--- src/rtl/encoder_pkg.sv ---
// Shared types, sizes and helpers for the sequential 8-to-3 encoder.
package encoder_pkg;

    localparam int unsigned N = 3;
    localparam int unsigned M = 2 ** N;

    typedef enum logic {
        IDLE = 1'b0,
        EMIT = 1'b1
    } state_t;

    // Number of set bits in an M-bit vector; result is wide enough for M.
    function automatic logic [N:0] popcount(input logic [M-1:0] v);
        logic [N:0] c;
        c = '0;
        for (int i = 0; i < int'(M); i++) begin
            c = c + (N+1)'(v[i]);
        end
        return c;
    endfunction

endpackage

--- src/rtl/encoder8_to_3_if.sv ---
// Capture / emit bus of the sequential 8-to-3 encoder.
interface encoder8_to_3_if #(
    parameter int unsigned n = encoder_pkg::N
);
    localparam int unsigned m = 2 ** n;

    logic         en;
    logic         load;
    logic [m-1:0] dec_in;
    logic [n-1:0] enc;
    logic         valid;
    logic         ready;
    logic         busy;
    logic         done;
    logic         zero;
    logic         multi;
    logic [n:0]   cnt;

    modport master (
        output en, load, dec_in, ready,
        input  enc, valid, busy, done, zero, multi, cnt
    );

    modport slave (
        input  en, load, dec_in, ready,
        output enc, valid, busy, done, zero, multi, cnt
    );

endinterface

--- src/rtl/lsb_encoder8_to_3.sv ---
// Combinational lowest-set-bit encoder with a non-empty flag.
module lsb_encoder8_to_3
    import encoder_pkg::*;
#(
    parameter int unsigned n = N,
    parameter int unsigned m = 2 ** n
) (
    input  logic [m-1:0] vec,
    output logic [n-1:0] idx,
    output logic         any
);

    // Scan from the top so the lowest set bit wins.
    always_comb begin
        idx = '0;
        for (int i = int'(m) - 1; i >= 0; i--) begin
            if (vec[i]) idx = n'(i);
        end
        any = |vec;
    end

endmodule

--- src/rtl/encoder8_to_3.sv ---
// Sequential 8-to-3 encoder: captures a vector, then emits each set index
// lowest first over valid/ready, with empty / multi-hot / count flags.
module encoder8_to_3
    import encoder_pkg::*;
#(
    parameter int unsigned n = N,
    parameter int unsigned m = 2 ** n
) (
    input  logic            clk,
    input  logic            rst_n,
    encoder8_to_3_if.slave  bus
);

    state_t       state_q;
    state_t       state_d;
    logic [m-1:0] pend_q;
    logic [m-1:0] clr_mask;
    logic [m-1:0] pend_left;
    logic [n-1:0] idx;
    logic         any;
    logic         capture;
    logic         accept;
    logic         valid_c;
    logic         busy_c;
    logic [n-1:0] enc_c;
    logic         done_q;
    logic         zero_q;
    logic         multi_q;
    logic [n:0]   cnt_q;
    logic [n:0]   pop_c;

    lsb_encoder8_to_3 #(.n(n), .m(m)) u_lsb (
        .vec (pend_q),
        .idx (idx),
        .any (any)
    );

    assign capture   = (state_q == IDLE) && bus.load && !bus.en;
    assign accept    = valid_c && bus.ready;
    assign clr_mask  = m'(1) << idx;
    assign pend_left = pend_q & ~clr_mask;
    assign pop_c     = (n+1)'(popcount(M'(bus.dec_in)));

    // State register.
    always_ff @(posedge clk or negedge rst_n) begin
        if (!rst_n) state_q <= IDLE;
        else        state_q <= state_d;
    end

    // Next-state logic; an all-zero capture never leaves IDLE.
    always_comb begin
        state_d = state_q;
        unique case (state_q)
            IDLE: if (capture && (bus.dec_in != '0)) state_d = EMIT;
            EMIT: if (accept && (pend_left == '0))   state_d = IDLE;
            default: state_d = IDLE;
        endcase
    end

    // Handshake outputs; enc reads as zero whenever nothing is offered.
    always_comb begin
        valid_c = 1'b0;
        busy_c  = 1'b0;
        enc_c   = '0;
        if (state_q == EMIT) begin
            busy_c  = 1'b1;
            valid_c = !bus.en && any;
            if (valid_c) enc_c = idx;
        end
    end

    // Pending vector, capture-time flags and the exhaustion pulse.
    always_ff @(posedge clk or negedge rst_n) begin
        if (!rst_n) begin
            pend_q  <= '0;
            cnt_q   <= '0;
            zero_q  <= 1'b0;
            multi_q <= 1'b0;
            done_q  <= 1'b0;
        end else begin
            if (capture) begin
                pend_q  <= bus.dec_in;
                cnt_q   <= pop_c;
                zero_q  <= (bus.dec_in == '0);
                multi_q <= (pop_c > (n+1)'(1));
            end else if (accept) begin
                pend_q <= pend_left;
            end
            done_q <= (capture && (bus.dec_in == '0)) ||
                      (accept && (pend_left == '0));
        end
    end

    assign bus.enc   = enc_c;
    assign bus.valid = valid_c;
    assign bus.busy  = busy_c;
    assign bus.done  = done_q;
    assign bus.zero  = zero_q;
    assign bus.multi = multi_q;
    assign bus.cnt   = cnt_q;

endmodule

--- src/flat_wrapper.sv ---
// flat-port wrapper written by rule: the top's interface ports become plain ports
module encoder8_to_3_flat import encoder_pkg::*;
#(
    parameter int unsigned n = N,
    parameter int unsigned m = 2 ** n
)
  (clk, rst_n, bus_en, bus_load, bus_dec_in, bus_ready, bus_enc, bus_valid, bus_busy, bus_done, bus_zero, bus_multi, bus_cnt);
  encoder8_to_3_if #(.n(n)) bus_i ();
  input  logic clk;
  input  logic rst_n;
  input wire logic [$bits(bus_i.en)-1:0] bus_en;
  input wire logic [$bits(bus_i.load)-1:0] bus_load;
  input wire logic [$bits(bus_i.dec_in)-1:0] bus_dec_in;
  input wire logic [$bits(bus_i.ready)-1:0] bus_ready;
  output wire logic [$bits(bus_i.enc)-1:0] bus_enc;
  output wire logic [$bits(bus_i.valid)-1:0] bus_valid;
  output wire logic [$bits(bus_i.busy)-1:0] bus_busy;
  output wire logic [$bits(bus_i.done)-1:0] bus_done;
  output wire logic [$bits(bus_i.zero)-1:0] bus_zero;
  output wire logic [$bits(bus_i.multi)-1:0] bus_multi;
  output wire logic [$bits(bus_i.cnt)-1:0] bus_cnt;
  assign bus_i.en = bus_en;
  assign bus_i.load = bus_load;
  assign bus_i.dec_in = bus_dec_in;
  assign bus_i.ready = bus_ready;
  assign bus_enc = bus_i.enc;
  assign bus_valid = bus_i.valid;
  assign bus_busy = bus_i.busy;
  assign bus_done = bus_i.done;
  assign bus_zero = bus_i.zero;
  assign bus_multi = bus_i.multi;
  assign bus_cnt = bus_i.cnt;
  encoder8_to_3 #(.n(n), .m(m)) u_core (.clk(clk), .rst_n(rst_n), .bus(bus_i));
endmodule
--- config.mk ---
export PLATFORM = sky130hd
export DESIGN_NAME = encoder8_to_3_flat
export DESIGN_NICKNAME = d
export VERILOG_FILES = /design/src/rtl/encoder_pkg.sv /design/src/rtl/encoder8_to_3_if.sv /design/src/rtl/lsb_encoder8_to_3.sv /design/src/rtl/encoder8_to_3.sv /design/src/flat_wrapper.sv
export SDC_FILE = /design/constraint.sdc
export NUM_CORES = 1
export LEC_CHECK = 0
export BUFFER_PORTS_ARGS = -buffer_cell sky130_fd_sc_hd__buf_2
export CAP_MARGIN = 15
export CORE_MARGIN = 5
export CORE_UTILIZATION = 47
export DETAILED_ROUTE_END_ITERATION = 8
export PLACE_DENSITY = 0.77
export SLEW_MARGIN = 20
export SYNTH_ARGS = -nofsm -noshare
export SYNTH_HDL_FRONTEND = slang
export SYNTH_HIERARCHICAL = 1
export SYNTH_SLANG_ARGS = --single-unit
--- constraint.sdc ---
create_clock -name clk -period 1.9 [get_ports clk]
set_input_delay 0.19 -clock clk [delete_from_list [all_inputs] [get_ports clk]]
set_output_delay 0.19 -clock clk [all_outputs]
set_load 0.02 [all_outputs]
# After elaboration in Yosys (flattened, before gate mapping)
# Cells that the tools add are included.
# op_classes
n_bitwise,3
magnitude_cmp,1
add_sub_neg,7
muxes,17
shift,1
n_reduce_logical,14
# ops
operator,count
$mux 3,10
$add 4x1->4,6
$logic_not 8->1,2
$mux 8,2
$and 8x8->8,1
$not 8->8,1
$reduce_bool 8->1,1
$reduce_or 8->1,1
$shl 1x3->8 const A,1
$logic_and 1x1->1,7
$gt 4x1->1 const B,1
$mux 1,4
$add 1x1->2,1
$pmux 1 s2,1
$reduce_bool 2->1,1
$logic_not 1->1,1
$logic_or 1x1->1,1
$not 1->1,1
# word_totals
register_bits,16
output_inout_bits,12
wordCells,49

# Depth between registers and ports, before layout
# Gate-level depths: netlist of the first run.
# depth
ltp_word,15
depth_mapped,12
mapped_depth_nobuf,12

# Cells and area by module
# The synthesis of the first run kept the hierarchy.
# by_module_without_submodules
module,instances,area_per_inst_um2,cells_each
encoder8_to_3,1,1018.5,112
lsb_encoder8_to_3,1,81.3,13

# Least setup slack after synthesis of the first run
# No wires, ideal clock.
# synth_timing
path_kind,input to register
start,input port bus_dec_in[0]
end,"register u_core.multi_q, in the netlist u_core/bus.multi"
path_slack_ns,-0.785
arrival_ns,2.550
required_time_ns,1.765
path_stages,12
path_cell_list,inv_1 -> fa_1 -> fa_1 -> fa_1 -> inv_1 -> ha_1 -> inv_1 -> fa_1 -> inv_1 -> nand3_1 -> o21ai_0 -> a31oi_1
# synth_via
elab_chain_len,8
# synth_lines
item,line_no,source
from (decl),flat_wrapper.sv:13,input wire logic [$bits(bus_i.dec_in)-1:0] bus_dec_in;
$add 1x1->2,encoder_pkg.sv:17,c = c + (N+1)'(v[i]);
$add 4x1->4 (6 in a row),encoder_pkg.sv:17,
$gt 4x1->1,encoder8_to_3.sv:85,multi_q <= (pop_c > (n+1)'(1));
to (signal assigned),encoder8_to_3.sv:85,
to (decl),encoder8_to_3.sv:28,logic multi_q;
# No other way between the ends.
# A chain may end at the register's enable or synchronous reset.

# Worst setup path after layout of the first run
# layout_timing
start,input port bus_dec_in[0]
end,"register u_core.cnt_q[2], in the netlist u_core/bus.cnt[2]"
# layout_via
elab_chain_len,7
# layout_lines
item,line_no,source
$add 1x1->2,encoder_pkg.sv:17,
$add 4x1->4 (6 in a row),encoder_pkg.sv:17,
to (signal assigned),encoder8_to_3.sv:83,cnt_q <= pop_c;
to (decl),encoder8_to_3.sv:29,logic [n:0] cnt_q;
# No other way between the ends.

==> results of run 1 <==
[worst paths after layout]
kind	startpoint	to	slack, ns	cells after the start
max in group asynchronous	rst_n	u_core/pend_q[6]	1.29	2
worst min register to register	u_core/bus.cnt[0]	u_core/bus.cnt[0]	0.47	2
worst max-delay path	bus_dec_in[0]	u_core/bus.cnt[2]	-0.65	12
min in group asynchronous	rst_n	u_core/bus.cnt[0]	0.34	2
worst min-delay path	bus_dec_in[2]	u_core/pend_q[2]	0.19	3
worst max register to register	u_core/pend_q[4]	u_core/state_q	-0.03	6
[per-stage QoR]
stage,total power (uW),setup WS [ns]
2_1_floorplan,1480,-0.678
6_report,2900,-0.653
3_3_place_gp,2010,-0.912
4_1_cts,2680,-0.609
5_1_grt,3100,-0.720
3_5_place_dp,2070,-1.01
[sequential cells by signal, indices dropped and copies added, names as in the netlist]
name,count
u_core/pend_q,8
u_core/bus.zero,1
u_core/bus.cnt,4
u_core/state_q,1
u_core/bus.multi,1
u_core/bus.done,1
[Yosys cell counts, types with 2 or more instances]
master,number,area [um2]
sky130_fd_sc_hd__dfrtp_1,16,400
sky130_fd_sc_hd__nor3_1,2,10.0
sky130_fd_sc_hd__nand3_1,5,25.0
sky130_fd_sc_hd__o311ai_0,2,17.5
sky130_fd_sc_hd__o211ai_1,4,30.0
sky130_fd_sc_hd__inv_1,16,60.1
sky130_fd_sc_hd__or4b_1,2,20.0
sky130_fd_sc_hd__fa_1,4,80.1
sky130_fd_sc_hd__o21ai_0,12,60.1
sky130_fd_sc_hd__and2_1,3,18.8
sky130_fd_sc_hd__nand2_1,12,45.0
sky130_fd_sc_hd__clkbuf_1,3,11.3
sky130_fd_sc_hd__nand2b_1,2,12.5
sky130_fd_sc_hd__buf_2,3,15.0
sky130_fd_sc_hd__ha_1,4,50.1
sky130_fd_sc_hd__and3b_1,2,17.5
sky130_fd_sc_hd__a21oi_1,3,15.0
sky130_fd_sc_hd__nor2_1,9,33.8
[area by class of cell]
type | instances | share of cell area
Clock buffer | 4 | 0.0213
Inverter | 16 | 0.0426
Multi-Input combinational cell | 87 | 0.436
Sequential cell | 16 | 0.238
Tap cell | 28 | 0.0205
Timing Repair Buffer | 57 | 0.242
[worst max-delay path, stage by stage]
cell	delay, ns
sky130_fd_sc_hd__buf_8	0.09
sky130_fd_sc_hd__inv_12	0.03
sky130_fd_sc_hd__fa_1	0.56
sky130_fd_sc_hd__fa_1	0.44
sky130_fd_sc_hd__fa_1	0.47
sky130_fd_sc_hd__inv_2	0.08
sky130_fd_sc_hd__ha_4	0.13
sky130_fd_sc_hd__inv_2	0.03
sky130_fd_sc_hd__fa_2	0.34
sky130_fd_sc_hd__buf_4	0.15
sky130_fd_sc_hd__xor2_1	0.12
sky130_fd_sc_hd__o21ai_1	0.07
[timing repair]
action,4_1_cts,5_1_grt
endpoints found under the setup margin,10,16
buffers inserted,9,4
hold endpoints to repair,16,0
pin swaps,16,9
hold buffers,1,0
gates resized for setup,36,15
[power by group]
group | internal, uW | switching [uW] | leakage (uW) | total (uW)
clock network | 117 | 107 | 0.0000210 | 224
logic | 1040 | 972 | 0.000595 | 2010
registers | 485 | 181 | 0.000195 | 666
[kinds of logic after synthesis]
family / Yosys count
AND/OR/NAND/NOR: 45
AO/OA/AOI/OAI: 32
buffers and inverters: 22
flip-flops: 16
adder cells (fa/ha/maj): 8
XOR/XNOR: 1
multiplexers: 1
[layer usage]
layer,part of all wire,vias up,wire (um)
met1,0.40,540,1280
met4,0.027,0,87
li1,-,551,-
met5,0,-,0
met2,0.54,23,1720
met3,0.029,8,91
==> insert_results.sql, run 1 <==
INSERT INTO impl_metrics (metric_group, metric, value, unit) VALUES
('status', 'status', 'complete, but fails checks', ''),
('status', 'failed_checks', 'setup timing', ''),
('drt', 'firstDrtPassIters', '4', ''),
('synth', 'post_synth_edffs', '0', ''),
('sta', 'setup-tns-final', '-2.60', 'ns'),
('global_route', 'grt_util_all_layers', '0.199', ''),
('synth', 'synth-compound-area-share', '0.193', ''),
('power', 'peakVddDrop', '0.00121', 'V'),
('flow_run', 'drv_cap', '0', ''),
('floorplan', 'floorplan.die.width', '58.4', 'um'),
('placement', 'placement.cell_area', '1410', 'um2'),
('global_route', 'grt_pass1_wl', '5.30', 'mm'),
('synth', 'yosys.area_share.adder', '0.118', ''),
('cts', 'clkTransAtPathRegs', '0.10', 'ns'),
('sta', 'setup_slack', '-0.653', 'ns'),
('finish', 'num-nets-final', '202', ''),
('placement', 'placed_cells_incl_taps', '192', ''),
('synth', 'synth_top_family_by_area', 'simple AND/OR/NAND/NOR gates', ''),
('drt', 'routed_wire_length_per_instance', '15.3', 'um'),
('sta', 'relative_max_transition_margin', '0.541', ''),
('floorplan', 'initial_core_util', '0.492', ''),
('floorplan', 'placement_rows', '17', ''),
('cts', 'cts-root-buf', 'sky130_fd_sc_hd__clkbuf_4', ''),
('placement', 'portBuffers', '24', ''),
('sta', 'clock.fmax', '392', 'MHz'),
('finish', 'n_fill_cell', '171', ''),
('drt', 'drt_wl_total', '3.18', 'mm'),
('finish', 'layoutNonFillerInstCount', '208', ''),
('finish', 'final_core_util', '0.764', ''),
('drt', 'routed_via_density', '5.39', ''),
('sta', 'hold_violations', '0', ''),
('floorplan', 'dieArea', '3410', 'um2'),
('synth', 'syn-instance-count', '125', ''),
('sta', 'finalSetupViolations', '10', ''),
('finish', 'multiInputGateArea', '743', 'um2'),
('cts', 'tritoncts_num_sinks', '16', ''),
('sta', 'timing_worst_slew_pin_value', '0.687', 'ns'),
('setup_path', 'critical_path.startpoint_type', 'input pin', ''),
('sta', 'final.setup_skew', '0.00227', 'ns'),
('sta', 'timing.hold.ws', '0.186', 'ns'),
('finish', 'ff_latch_area', '405', 'um2'),
('synth', 'postSynthRegisterBits', '16', ''),
('setup_path', 'criticalPathCategory', 'in2reg', ''),
('drt', 'detail_route.drc_violations', '0', ''),
('sta', 'grt_setup_unrepaired', 'true', ''),
('setup_path', 'cp.required', '2.05', 'ns'),
('finish', 'flow.area_growth_from_synthesis', '55.1', '%'),
('cts', 'clock_tree.htree_level_count', '1', ''),
('drt', 'ant_nets', '0', ''),
('synth', 'synth-main-ff-cell', 'sky130_fd_sc_hd__dfrtp_1', ''),
('floorplan', 'core_area', '2230', 'um2'),
('floorplan', 'io_pins', '25', ''),
('synth', 'synthesis.area_per_instance', '8.80', 'um2'),
('global_route', 'grt_most_used_layer', 'met2', ''),
('cts', 'cts-buffers-inserted', '3', ''),
('drt', 'count_of_vias_placed_by_the_detailed_router', '1122', ''),
('drt', 'drt_iter0_drc', '39', ''),
('synth', 'synth_xor_xnor_area_share', '0.00796', ''),
('synth', 'synth-warning-count', '6', ''),
('synth', 'synth_mux_area_frac', '0.00910', ''),
('synth', 'post_synth_and_or_nand_nor_area_fraction', '0.229', ''),
('finish', 'antenna-diode-count', '0', ''),
('global_route', 'groute.layer.met3.usage', '0.0154', ''),
('global_route', 'initial_antenna_violation_count', '0', ''),
('placement', 'post-dp-hpwl', '2.15', 'mm'),
('setup_path', 'critical_path_arrival', '2.70', 'ns'),
('cts', 'clock_path_buffers', '2', ''),
('sta', 'post-route-min-period', '2.55', 'ns'),
('global_route', 'grtUsageMet2', '0.360', ''),
('finish', 'drive_above_1_share', '0.533', ''),
('cts', 'clock_tree_from_tritoncts', 'built', '');
No activity file was read; power rests on OpenSTA's default activity.
==> run 2: changes to the inputs <==
--- a/config.mk
+++ b/config.mk
@@ -5,12 +5,13 @@
 export SDC_FILE = /design/constraint.sdc
 export NUM_CORES = 1
 export LEC_CHECK = 0
-export BUFFER_PORTS_ARGS = -buffer_cell sky130_fd_sc_hd__buf_2
 export CAP_MARGIN = 15
 export CORE_MARGIN = 5
-export CORE_UTILIZATION = 47
+export CORE_UTILIZATION = 55
 export DETAILED_ROUTE_END_ITERATION = 8
-export PLACE_DENSITY = 0.77
+export DONT_BUFFER_PORTS = 1
+export PLACE_DENSITY = 0.76
+export SETUP_SLACK_MARGIN = 0.3
 export SLEW_MARGIN = 20
 export SYNTH_ARGS = -nofsm -noshare
 export SYNTH_HDL_FRONTEND = slang
==> insert_results.sql, run 2 (synthesis results as in run 1) <==
INSERT INTO impl_metrics (metric_group, metric, value, unit) VALUES
('status', 'status', 'complete, but fails checks', ''),
('status', 'failed_checks', 'setup timing', ''),
('power', 'power_density_over_cell_area', '1830', 'nW/um2'),
('finish', 'multiInputGateArea', '733', 'um2'),
('drt', 'routed_via_density', '5.89', ''),
('placement', 'post-dp-hpwl', '2.10', 'mm'),
('placement', 'placed_cells_incl_taps', '167', ''),
('cts', 'cts-root-buf', 'sky130_fd_sc_hd__clkbuf_4', ''),
('drt', 'count_of_vias_placed_by_the_detailed_router', '1072', ''),
('setup_path', 'max_stage_delay', '0.52', 'ns'),
('finish', 'final_common_cell', 'sky130_fd_sc_hd__buf_4', ''),
('cts', 'clkTransAtPathRegs', '0.10', 'ns'),
('cts', 'clock_tree_from_tritoncts', 'built', ''),
('setup_path', 'end_kind', 'register', ''),
('setup_path', 'timing.critical_path.fanout_max', '2', ''),
('sta', 'clock.fmax', '404', 'MHz'),
('floorplan', 'dieArea', '2990', 'um2'),
('sta', 'timing_worst_slew_pin_value', '0.698', 'ns'),
('floorplan', 'core_area', '1940', 'um2'),
('drt', 'detail_route.drc_violations', '0', ''),
('sta', 'setup_slack', '-0.573', 'ns'),
('setup_path', 'critical_path.startpoint_type', 'input pin', ''),
('finish', 'drive_above_1_share', '0.413', ''),
('drt', 'ant_nets', '0', ''),
('cts', 'tritoncts_num_sinks', '16', ''),
('floorplan', 'initial_core_util', '0.566', ''),
('finish', 'n_fill_cell', '134', ''),
('sta', 'hold_violations', '0', ''),
('floorplan', 'placement_rows', '16', ''),
('finish', 'ff_latch_area', '403', 'um2'),
('setup_path', 'criticalPathCategory', 'in2reg', ''),
('flow_run', 'drv_cap', '0', ''),
('global_route', 'grt_pass1_wl', '5.20', 'mm'),
('global_route', 'globalRoute.totalOverflow', '0', ''),
('drt', 'routed_wire_length_per_instance', '18.3', 'um'),
('setup_path', 'cp.required', '2.05', 'ns'),
('floorplan', 'floorplan.die.width', '54.7', 'um'),
('drt', 'firstDrtPassIters', '4', ''),
('sta', 'grt_setup_unrepaired', 'true', ''),
('finish', 'flow.area_growth_from_synthesis', '40.5', '%'),
('placement', 'portBuffers', '0', ''),
('sta', 'finalMaxSlewViolations', '0', ''),
('finish', 'antenna-diode-count', '0', ''),
('floorplan', 'die_height', '54.7', 'um'),
('finish', 'largest_register', 'u_core/pend_q', ''),
('power', 'power.static_leakage', '0.000703', 'uW'),
('cts', 'cts-buffers-inserted', '3', ''),
('setup_path', 'critical_path.slowest_cell', 'sky130_fd_sc_hd__fa_1', ''),
('global_route', 'grt_util_all_layers', '0.250', ''),
('global_route', 'initial_antenna_violation_count', '0', ''),
('min_path', 'timing.hold.worst.class', 'in2reg', ''),
('sta', 'final.setup_skew', '0.00367', 'ns'),
('finish', 'layoutNonFillerInstCount', '182', ''),
('placement', 'globalplace.congestion', '0.862', ''),
('sta', 'finalSetupViolations', '11', ''),
('sta', 'relative_max_transition_margin', '0.533', ''),
('sta', 'timing.hold.ws', '0.0421', 'ns'),
('sta', 'post-route-min-period', '2.47', 'ns'),
('cts', 'clk_latency', '0.28', 'ns'),
('cts', 'clock_path_buffers', '2', ''),
('finish', 'largest_register_ff_count', '8', ''),
('sta', 'layout_worst_path_cycle_share', '1.30', ''),
('drt', 'drt_wl_total', '3.33', 'mm'),
('finish', 'num-nets-final', '177', ''),
('floorplan', 'io_pins', '25', ''),
('global_route', 'grt_max_degree', '22', ''),
('setup_path', 'ordered_list_of_cells_on_the_worst_path', 'inv_12 > fa_1 > fa_1 > fa_2 > inv_2 > ha_4 > inv_2 > fa_2 > buf_4 > xor2_2 > o21ai_1', ''),
('cts', 'clock_tree.htree_level_count', '1', ''),
('setup_path', 'critical_path_arrival', '2.62', 'ns'),
('finish', 'final_cell_mix', 'sky130_fd_sc_hd__buf_4, sky130_fd_sc_hd__dfrtp_1, sky130_fd_sc_hd__inv_1', ''),
('drt', 'drt_iter0_drc', '38', ''),
('global_route', 'first_global_vias', '1170', ''),
('power', 'peakVddDrop', '0.00106', 'V');
## run 2: cell types whose count changed in the layout (fill, tap and decap cells not counted), sizes merged
cell,before,now
buf,56,31
## run 2: final cells by class
type / count / share of cell area
multi-input cells: 87 / 0.474
clock buffers: 4 / 0.0235
inverters: 16 / 0.0470
repair buffers: 32 / 0.172
well taps: 27 / 0.0219
flip-flops and latches: 16 / 0.261
## run 2: power by group
part           switching [uW]  internal, uW  leakage [uW]
clock                     109           116     0.0000210
sequential                261           480      0.000198
combinational             895           966      0.000485
## run 2: final timing paths
check | from | end | slack [ns] | cells past startpoint
worst min register to register | u_core/state_q | u_core/state_q | 0.52 | 1
worst min-delay path | bus_dec_in[2] | u_core/pend_q[2] | 0.04 | 2
worst max-delay path | bus_dec_in[0] | u_core/bus.cnt[2] | -0.57 | 11
worst max register to register | u_core/pend_q[4] | u_core/state_q | -0.11 | 6
min in group asynchronous | rst_n | u_core/pend_q[1] | 0.38 | 1
max in group asynchronous | rst_n | u_core/pend_q[5] | 1.03 | 1
## run 2: per-layer routing
| layer | part of all wire | wire [um] | up-vias | track usage |
|---|---|---|---|---|
| met1 | 0.39 | 1280 | 542 | 0.265 |
| li1 | - | - | 498 | - |
| met2 | 0.55 | 1830 | 28 | 0.474 |
| met5 | 0 | 0 | - | 0 |
| met4 | 0.017 | 55 | 0 | 0.104 |
| met3 | 0.046 | 154 | 4 | 0.0436 |
## run 2: repair_timing
item	4_1_cts	5_1_grt
hold buffers	1	0
gates cloned	0	0
pin swaps	9	0
resized for setup	21	9
setup buffers	8	2
setup endpoints to repair	19	19
endpoints found under the hold margin	16	0
## run 2: metrics by stage
step	setup TNS (ns)	utilization	worst slack (ns)	area, um2	power (uW)
after CTS	-1.98	0.771	-0.481	1500	2640
after global placement	-3.07	0.675	-0.733	1310	1960
final	-2.50	0.796	-0.573	1550	2830
after global routing	-4.00	0.796	-0.616	1550	3010
after detailed placement	-3.35	0.675	-0.791	1310	2020
after floorplan	-2.53	-	-0.678	1150	1540
## run 2: critical path, delay by kind of cell
kind | cells | cell delay [ns]
buffers and inverters | 4 | 0.28
AOI/OAI and AO/OA | 1 | 0.08
adders and majority gates | 5 | 1.91
xor gates and xnor gates | 1 | 0.15
